$ cat src/rtl/bit_serial_subtractor_if.sv
// bit_serial_subtractor_if: start/operand request and result/flag bundle
interface bit_serial_subtractor_if #(parameter int WIDTH = 8);
  logic             start;
  logic [WIDTH-1:0] a;
  logic [WIDTH-1:0] b;
  logic             busy;
  logic             done;
  logic [WIDTH-1:0] diff;
  logic             borrow;
  logic             overflow;
  logic             zero;
  modport master (output start, a, b, input busy, done, diff, borrow, overflow, zero);
  modport slave  (input start, a, b, output busy, done, diff, borrow, overflow, zero);
endinterface

$ cat src/rtl/bit_serial_subtractor.sv
// bit_serial_subtractor: LSB-first A-B using one full adder on ~B with carry seeded to 1
module bit_serial_subtractor #(
  parameter int WIDTH = 8
) (
  input logic clk,
  input logic rst_n,
  bit_serial_subtractor_if.slave bus
);
  localparam int CW = $clog2(WIDTH);
  typedef enum logic [1:0] {IDLE, SHIFT, DONE} state_t;
  state_t state, state_nx;
  logic [WIDTH-1:0] a_sh, b_sh, diff_q, diff_nx;
  logic [CW-1:0] cnt;
  logic carry, s, carry_nx, sign_a, sign_b, borrow_q, overflow_q, zero_q, last;
  assign s        = a_sh[0] ^ ~b_sh[0] ^ carry;
  assign carry_nx = (a_sh[0] & ~b_sh[0]) | (a_sh[0] & carry) | (~b_sh[0] & carry);
  assign diff_nx  = {s, diff_q[WIDTH-1:1]};
  assign last     = cnt == CW'(WIDTH - 1);
  always_ff @(posedge clk or negedge rst_n)
    if (!rst_n) state <= IDLE;
    else        state <= state_nx;
  always_comb begin
    state_nx = state;
    case (state)
      IDLE:    state_nx = bus.start ? SHIFT : IDLE;
      SHIFT:   state_nx = last ? DONE : SHIFT;
      default: state_nx = IDLE;
    endcase
  end
  always_ff @(posedge clk or negedge rst_n)
    if (!rst_n) begin
      a_sh       <= '0;
      b_sh       <= '0;
      diff_q     <= '0;
      cnt        <= '0;
      carry      <= 1'b0;
      sign_a     <= 1'b0;
      sign_b     <= 1'b0;
      borrow_q   <= 1'b0;
      overflow_q <= 1'b0;
      zero_q     <= 1'b0;
    end else if (state == IDLE && bus.start) begin
      a_sh   <= bus.a;
      b_sh   <= bus.b;
      diff_q <= '0;
      cnt    <= '0;
      carry  <= 1'b1;
      sign_a <= bus.a[WIDTH-1];
      sign_b <= bus.b[WIDTH-1];
    end else if (state == SHIFT) begin
      a_sh   <= a_sh >> 1;
      b_sh   <= b_sh >> 1;
      diff_q <= diff_nx;
      carry  <= carry_nx;
      cnt    <= cnt + 1'b1;
      // flags come from the final bit's combinational values so they land with done
      if (last) begin
        borrow_q   <= ~carry_nx;
        overflow_q <= (sign_a != sign_b) && (s != sign_a);
        zero_q     <= diff_nx == '0;
      end
    end
  assign bus.busy     = state == SHIFT;
  assign bus.done     = state == DONE;
  assign bus.diff     = diff_q;
  assign bus.borrow   = borrow_q;
  assign bus.overflow = overflow_q;
  assign bus.zero     = zero_q;
endmodule

$ cat src/flat_wrapper.sv
// flat-port wrapper written by rule: the top's interface ports become plain ports
module bit_serial_subtractor_flat 
#(
  parameter int WIDTH = 8
)
  (clk, rst_n, bus_start, bus_a, bus_b, bus_busy, bus_done, bus_diff, bus_borrow, bus_overflow, bus_zero);
  bit_serial_subtractor_if #(.WIDTH(WIDTH)) bus_i ();
  input logic clk;
  input logic rst_n;
  input wire logic [$bits(bus_i.start)-1:0] bus_start;
  input wire logic [$bits(bus_i.a)-1:0] bus_a;
  input wire logic [$bits(bus_i.b)-1:0] bus_b;
  output wire logic [$bits(bus_i.busy)-1:0] bus_busy;
  output wire logic [$bits(bus_i.done)-1:0] bus_done;
  output wire logic [$bits(bus_i.diff)-1:0] bus_diff;
  output wire logic [$bits(bus_i.borrow)-1:0] bus_borrow;
  output wire logic [$bits(bus_i.overflow)-1:0] bus_overflow;
  output wire logic [$bits(bus_i.zero)-1:0] bus_zero;
  assign bus_i.start = bus_start;
  assign bus_i.a = bus_a;
  assign bus_i.b = bus_b;
  assign bus_busy = bus_i.busy;
  assign bus_done = bus_i.done;
  assign bus_diff = bus_i.diff;
  assign bus_borrow = bus_i.borrow;
  assign bus_overflow = bus_i.overflow;
  assign bus_zero = bus_i.zero;
  bit_serial_subtractor #(.WIDTH(WIDTH)) u_core (.clk(clk), .rst_n(rst_n), .bus(bus_i));
endmodule
$ cat config.mk
export PLATFORM = sky130hd
export DESIGN_NAME = bit_serial_subtractor_flat
export DESIGN_NICKNAME = d
export VERILOG_FILES = /design/src/rtl/bit_serial_subtractor_if.sv /design/src/rtl/bit_serial_subtractor.sv /design/src/flat_wrapper.sv
export SDC_FILE = /design/constraint.sdc
export NUM_CORES = 1
export LEC_CHECK = 0
export BUFFER_PORTS_ARGS = -buffer_cell sky130_fd_sc_hd__buf_2
export CORE_UTILIZATION = 30
export CTS_CLUSTER_DIAMETER = 30
export DETAILED_ROUTE_END_ITERATION = 8
export PLACE_DENSITY = 0.57
export SLEW_MARGIN = 30
export SYNTH_ARGS = -nofsm -noshare
export SYNTH_HDL_FRONTEND = slang
export SYNTH_SLANG_ARGS = --single-unit
$ cat constraint.sdc
create_clock -name clk -period 3.88 [get_ports clk]
set_input_delay 0.776 -clock clk [delete_from_list [all_inputs] [get_ports clk]]
set_output_delay 0.776 -clock clk [all_outputs]
set_load 0.05 [all_outputs]
==> impl_metrics.toml, run 1 <==
[clock_tree]
cts_tree = "done"
cts_resized = 0
cts_hold_buf = 0
cts_max_level = 2
cts_sinks = 35
clk_pin_slew_ns = 0.06
clk_latency_ns = 0.28
post_cts_buffers = 0
clk_path_buf_depth = 2
cts_buffers = 5
root_buffer = "clkbuf_8"

[logic_synthesis]
yosys.area.top_type = "dfrtp_1"
synth_area_um2 = 1551
synth-edff-count = 0
synth_top_area_share = 0.5645
async_flop_share = 1.000
syn_inst = 164
syn_nets = 186
synth_cell_types = 29
syn_area_per_cell_um2 = 9.460
ys_warn_count = 0
ys_seq_area_frac = 0.5645
synth.ff_latch_count = 35
synth_area_leaders = "dfrtp_1 56%, nand2_1 13%, a31oi_1 4.8%"
synthFlopType = "dfrtp_1"

[worst_setup_path]
required_ns = 3.10
worst_setup_path_start_kind = "register"
crit_arrival_ns = 1.77
path_class = "register to output port"
cp_cell_sequence = "nand2b_1, buf_4, inv_2, buf_2"
critical_path_cell_count = 4
crit_family = "buffers and inverters"
timing.rr.end = "u_core.a_sh[0]"
critPathBufInv = 3
cp-end-kind = "output port"
crit_start = "u_core.state[1]"
slowest_delay_ns = 0.41
cp_max_fo = 30
r2r_slack_ns = 2.23
cpMaxStageDelayCell = "dfrtp_1"
r2r-start = "u_core.state[1]"
reg2reg_depth = 5
crit_path_end = "bus_busy"

[detailed_routing]
vias_per_cell = 4.595
drt_first_pass_iters = 4
wl_per_cell_um = 11.83
drtIter0Drc = 83
ant_nets = 0
wl_um = 3100
drc = 0
via_count = 1204

[job]
drv_cap = 0

[pwr]
p_int_w = 0.0009420
p_per_area_nw_per_um2 = 927.1
peakVddDrop_mv = 0.2455
p_leak_nw = 0.9180
p_switching_w = 0.0007561
p_total_w = 0.001698
p_comb_frac = 0.455
p_clk_frac = 0.166
p_sw_frac = 0.4453
seq_power_share = 0.378

[sta]
setup_viol = 0
hold_violations = 0
rsz0062_at_grt = "no"
setup_tns_ns = 0
clock_skew_ns = 0.007147
fin_crit_sh = 0.6564
slew_headroom = 0.4856
fin_crit_ns = 2.547
fmax_mhz = 392.6
drv_slew = 0
worst_pin_slew_ns = 0.7716

[final_layout]
multi_input_area_um2 = 586.8
num_antenna_cells = 0
drive_gt1_frac = 0.2205
fillers = 512
final_util = 0.3778
nNetsFinal = 216
regArea_um2 = 875.8
layout_commonest_cell = "nand2_1"
area_delta_synth_final_pct = 18.06
layout_common_cells = "53 x nand2_1, 35 x dfrtp_1, 31 x buf_2"

[global_route]
grt_first_pass_wirelength_um = 5195
track_usage = 0.1284
busiest_layer = "met2"
met3_usage = 0.03429
antenna_found_initial = 0
grt_use_met2 = 0.1909
grt_max_degree = 41
grt-ovfl-total = 0
gr-usage-met1 = 0.1725
grt_pass1_vias = 1140

[floorplanning]
start_util = 0.3200
fp.dieW_um = 73.92
io_pins = 32
dieHeight_um = 73.92
coreArea_um2 = 4848
rows = 25
dieArea_um2 = 5463

[placed_design]
dpl.hpwl_um = 2024
portBuffers = 31
place.gp.congestion = 0.6475

[outcome]
outcome = "complete, no violations"

[hold_path]
holdCritPathClass = "register to register"
hold_path_depth = 2
cells in the mapped netlist, drive strengths merged, types with 2 or more instances:
cell	number
a22o	2
nand3	12
nor2b	2
o21ai	5
inv	4
nand2	53
nor3b	2
ha	2
dfrtp	35
buf	9
a31oi	12
nor2	13
metal layers:
| layer | wire length [um] | share of wire |
|---|---|---|
| met5 | 0 | 0 |
| met4 | 55 | 0.018 |
| met3 | 164 | 0.053 |
| met2 | 1423 | 0.46 |
| met1 | 1457 | 0.47 |
registers in the layout, summed over array words and instances (netlist names):
name and cells:
u_core.a_sh 8, u_core.b_sh 8, u_core.bus.diff 8, u_core.cnt 3
u_core.state 2, u_core.bus.borrow 1, u_core.bus.overflow 1, u_core.bus.zero 1
u_core.carry 1, u_core.sign_a 1, u_core.sign_b 1
power by group through the flow:
| stage | Combinational (W) | Clock (W) | Sequential [W] |
|---|---|---|---|
| 6_report | 0.000773 | 0.000282 | 0.000643 |
| 5_1_grt | 0.000864 | 0.000306 | 0.000670 |
| 3_3_place_gp | 0.000771 | 0 | 0.000650 |
| 2_1_floorplan | 0.000470 | 0 | 0.000803 |
| 3_5_place_dp | 0.000785 | 0 | 0.000648 |
| 4_1_cts | 0.000786 | 0.000296 | 0.000644 |
metrics by stage:
stage	hold slack (ns)	area (um^2)	cells	setup WS [ns]
after floorplan	0.4539	1551	164	1.995
after global placement	0.4662	1732	254	1.630
after detailed placement	0.4666	1732	254	1.612
after CTS	0.4818	1832	262	1.299
after global routing	0.5075	1832	262	1.191
final	0.4726	1832	262	1.333
worst min path at each step:
stage	from	endpoint	slack, ns
floorplan	u_core.cnt[0]	u_core.cnt[0]	0.45
global placement	u_core.bus.overflow	u_core.bus.overflow	0.47
detailed placement	u_core.bus.zero	u_core.bus.zero	0.47
CTS	u_core.bus.zero	u_core.bus.zero	0.48
global route	u_core.bus.zero	u_core.bus.zero	0.51
finish	u_core.bus.zero	u_core.bus.zero	0.47
tightest hold or removal path, stage by stage, from the launching register on:
cell and delay [ns]:
dfrtp_1 0.34, nand2_1 0.04, o21ai_0 0.06
cells by family (layout without fill, tap and decap cells):
family | count (synthesis) | count (layout) | synth area share
multiplexers | 1 | 1 | 0.007258
AO/OA/AOI/OAI | 23 | 23 | 0.09516
AND/OR/NAND/NOR | 88 | 88 | 0.2468
flip-flops | 35 | 35 | 0.5645
adder cells (fa/ha/maj) | 3 | 3 | 0.02903
buffers and inverters | 14 | 45 | 0.05725
area by class of cell:
class | instances | area share
repair buffers | 33 | 0.09290
flip-flops and latches | 35 | 0.4781
inverters | 4 | 0.008197
clock buffers | 8 | 0.05464
well taps | 67 | 0.04576
multi-input cells | 115 | 0.3204
Note: power is estimated with default switching activity, not from simulation.
==> run 2, diff against run 1 <==
clock period = 2.4 ns   (was 3.88 ns; I/O delays follow)
==> impl_metrics.toml, run 2 (synthesized netlist as in run 1, its figures left out) <==
[placed_design]
place.gp.congestion = 0.7112
placed_cell_area_um2 = 1747
place_ws_ns = 0.8259
dpl.hpwl_um = 2131
portBuffers = 31

[worst_setup_path]
r2r-start = "u_core.carry"
worst_setup_path_start_kind = "register"
cp_cell_sequence = "nand2b_1, inv_2, buf_2"
required_ns = 1.92
crit_start = "u_core.state[1]"
cpMaxStageDelayCell = "dfrtp_1"
crit_family = "buffers and inverters"
cp-end-kind = "output port"
cp_max_fo = 12
r2r_slack_ns = 0.81
slowest_delay_ns = 0.41
path_class = "register to output port"
critPathBufInv = 2
crit_arrival_ns = 1.36

[pwr]
peakVddDrop_mv = 0.3885
p_switching_w = 0.001257
p_int_w = 0.001482
p_leak_nw = 0.9186
p_clk_frac = 0.150
p_comb_frac = 0.469
seq_power_share = 0.381
p_per_area_nw_per_um2 = 1498
p_sw_frac = 0.4590

[global_route]
grt_max_degree = 41
track_usage = 0.1334
grt_first_pass_wirelength_um = 5402
grt-ovfl-total = 0
antenna_found_initial = 0
grt_pass1_vias = 1140

[final_layout]
nNetsFinal = 218
layout_commonest_cell = "nand2_1"
layout_common_cells = "53 x nand2_1, 35 x dfrtp_1, 31 x buf_2"
area_delta_synth_final_pct = 17.82
fin_area_um2 = 1828
final_util = 0.3770
num_antenna_cells = 0
drive_gt1_frac = 0.2234

[sta]
drv_slew = 0
hold_violations = 0
fin_crit_ns = 1.839
worst_pin_slew_ns = 0.7752
setup_slack_ns = 0.5610
setup_viol = 0
fin_crit_sh = 0.7663
rsz0062_at_grt = "no"
slew_headroom = 0.4832
setup_tns_ns = 0
fmax_mhz = 543.8
hold_slack_ns = 0.2701
clock_skew_ns = 0.005051

[clock_tree]
cts_hold_buf = 0
clk_path_buf_depth = 2
cts_resized = 0
cts_sinks = 35
root_buffer = "clkbuf_8"
clk_latency_ns = 0.29
clk_pin_slew_ns = 0.07
post_cts_buffers = 0
cts_tree = "done"
cts_max_level = 2
cts_buffers = 5

[detailed_routing]
wl_per_cell_um = 12.51
wl_um = 3302
drtIter0Drc = 81
drc = 0
vias_per_cell = 4.723
via_count = 1247
drt_first_pass_iters = 4
ant_nets = 0

[hold_path]
holdCritPathClass = "input pin to async pin"

[floorplanning]
dieHeight_um = 73.92
fp.dieW_um = 73.92
coreArea_um2 = 4848
start_util = 0.3200
dieArea_um2 = 5463
rows = 25
io_pins = 32

[job]
drv_cap = 0

[outcome]
outcome = "complete, no violations"
## run 2: cell types whose count changed in the layout (fill, tap and decap cells not counted), sizes merged
cell    change
clkinv      +1
clkbuf      -1
buf         +2
## run 2: worst reg2reg max path, stage by stage, from the launching register on
cell	delay (ns)
dfrtp_1	0.34
inv_1	0.06
fa_1	0.61
nor4b_1	0.26
nand2_1	0.08
o21ai_0	0.16
## run 2: routing by layer
layer | share of wire | track usage | up-vias | routed length [um]
li1 | - | - | 607 | -
met1 | 0.49 | 0.1891 | 602 | 1607
met2 | 0.46 | 0.1848 | 36 | 1504
met3 | 0.049 | 0.04801 | 2 | 162
met4 | 0.0085 | 0.05128 | 0 | 28
met5 | 0 | 0 | - | 0
## run 2: final cells by class
class                      count  area, um^2
fill                         509        3020
tap                           67       83.83
multi-input combinational    115       586.8
clock inverter                 1       5.005
timing repair buffer          35       185.2
inverter                       4       15.01
sequential                    35       875.8
clock buffer                   7       76.32
## run 2: worst paths after layout
| kind | end | cells past startpoint |
|---|---|---|
| hold reg to reg | u_core.bus.overflow | 2 |
| max in group asynchronous | u_core.bus.diff[7] | 1 |
| hold / removal | u_core.bus.diff[1] | 1 |
| setup reg to reg | u_core.bus.zero | 5 |
| min in group clk | u_core.sign_a | 3 |
| setup / recovery | bus_busy | 3 |
## run 2: power groups by stage
stage / clock [W] / sequential (W) / combinational, W
final: 0.000411 / 0.00104 / 0.00128
after global routing: 0.000445 / 0.00108 / 0.00142
after CTS: 0.000420 / 0.00104 / 0.00130
after detailed placement: 0 / 0.00105 / 0.00129
after global placement: 0 / 0.00105 / 0.00128
after floorplan: 0 / 0.00130 / 0.000759
## run 2: metrics by stage
step           std cells  power [W]
3_3_place_gp         256   0.002334
6_report             264   0.002739
4_1_cts              264   0.002764
5_1_grt              264   0.002948
3_5_place_dp         256   0.002346
2_1_floorplan        164   0.002057
==> run 3, diff against run 2 <==
clock period = 1.7 ns   (was 2.4 ns; I/O delays follow)
==> impl_metrics.toml, run 3 (synthesized netlist as in run 1, its figures left out) <==
[pwr]
peakVddDrop_mv = 0.4833
p_per_area_nw_per_um2 = 2063
p_total_w = 0.003851
p_leak_nw = 0.9362

[worst_setup_path]
r2r_slack_ns = 0.14
reg2reg_depth = 5
cp_cell_sequence = "nand2b_1, inv_2, buf_4"
worst_setup_path_start_kind = "register"
critical_path_cell_count = 3
required_ns = 1.36
crit_start = "u_core.state[1]"
crit_arrival_ns = 1.27
path_class = "register to output port"
crit_path_end = "bus_busy"
cpMaxStageDelayCell = "dfrtp_1"
slowest_delay_ns = 0.40
critPathBufInv = 2
timing.rr.end = "u_core.bus.zero"
r2r-start = "u_core.carry"
cp-end-kind = "output port"
crit_family = "buffers and inverters"
cp_max_fo = 10

[detailed_routing]
via_count = 1240
wl_per_cell_um = 12.02
drtIter0Drc = 85
vias_per_cell = 4.662
ant_nets = 0
drt_first_pass_iters = 4
wl_um = 3197
drc = 0

[sta]
drv_slew = 0
clock_skew_ns = 0.004433
setup_viol = 0
fin_crit_sh = 0.9489
fin_crit_ns = 1.613
worst_pin_slew_ns = 0.4973
rsz0062_at_grt = "no"
fmax_mhz = 619.9
setup_tns_ns = 0
hold_violations = 0
slew_headroom = 0.6670

[floorplanning]
start_util = 0.3200
coreArea_um2 = 4848
fp.dieW_um = 73.92
dieArea_um2 = 5463
dieHeight_um = 73.92
io_pins = 32
rows = 25

[global_route]
track_usage = 0.1284
grt_pass1_vias = 1158
grt-ovfl-total = 0
grt_max_degree = 30
grt_first_pass_wirelength_um = 5292
antenna_found_initial = 0

[clock_tree]
clk_latency_ns = 0.28
cts_buffers = 5
cts_sinks = 35
clk_pin_slew_ns = 0.06
clk_path_buf_depth = 2
cts_tree = "done"
cts_max_level = 2
root_buffer = "clkbuf_8"

[final_layout]
num_antenna_cells = 0
layout_commonest_cell = "nand2_1"
final_util = 0.3850
fillers = 527
area_delta_synth_final_pct = 20.32
drive_gt1_frac = 0.2312
nNetsFinal = 222
layout_common_cells = "53 x nand2_1, 35 x dfrtp_1, 30 x buf_2"

[placed_design]
dpl.hpwl_um = 2264
portBuffers = 31
place.gp.congestion = 0.6797

[job]
drv_cap = 0

[hold_path]
holdCritPathClass = "input pin to register"

[outcome]
outcome = "complete, no violations"
==> run 3: cell count changes in the layout (fill, tap and decap cells not counted) <==
cell and delta:
buf_12 +1, buf_4 +3, clkinv_2 -1, dlygate4sd3_1 +1, clkbuf_1 -1, buf_2 -1
==> run 3: worst register-to-register path: stages (launching register included) <==
cell and delay, ns:
dfrtp_1 0.34, inv_1 0.06, fa_1 0.60, nor4b_1 0.27
nand2_1 0.09, o21ai_0 0.14
==> run 3: where the power goes <==
group          leakage, nW  switching [W]  total (W)  internal, W
Combinational        0.462        0.00122    0.00183     0.000613
Sequential           0.437       0.000250    0.00148      0.00123
Clock               0.0371       0.000268   0.000540     0.000273
==> run 3: worst min path at each step <==
stage                  start                  to  slack (ns)  depth (start not counted)
global placement       rst_n  u_core.bus.diff[7]        0.29                          1
global route        bus_a[7]       u_core.sign_a        0.27                          3
CTS                 bus_a[7]       u_core.sign_a        0.27                          3
detailed placement     rst_n  u_core.bus.diff[7]        0.29                          1
finish              bus_a[7]       u_core.sign_a        0.28                          3
floorplan              rst_n      u_core.a_sh[0]        0.04                          0
==> run 3: final cells by class <==
class	count	area, um^2	area share
sequential	35	875.8	0.4692
timing repair buffer	39	232.7	0.1247
inverter	4	15.01	0.008043
clock buffer	6	72.57	0.03887
multi-input combinational	115	586.8	0.3143
tap	67	83.83	0.04491
==> run 3: repair_timing <==
item / in CTS / in global routing
endpoints found under the setup margin: 0 / 1
hold buffers: 1 / 0
buffers inserted: 0 / 0
hold endpoints to repair: 15 / 0
resized for setup: 0 / 2
==> run 3: layer usage <==
metal	up-vias	global-route usage	wire, um
li1	619	-	-
met1	583	0.1714	1539
met5	-	0	0
met2	33	0.1980	1443
met3	5	0.04115	171
met4	0	0.04060	43
==> run 3: stage by stage <==
step	std cells	hold WS, ns	instance area (um^2)	worst slack (ns)
6_report	266	0.2843	1867	0.08692
5_1_grt	266	0.2728	1867	0.007857
4_1_cts	266	0.2723	1864	0.003101
3_5_place_dp	259	0.2894	1782	0.1291
3_3_place_gp	259	0.2851	1782	0.2213
2_1_floorplan	164	0.04441	1551	0.2510
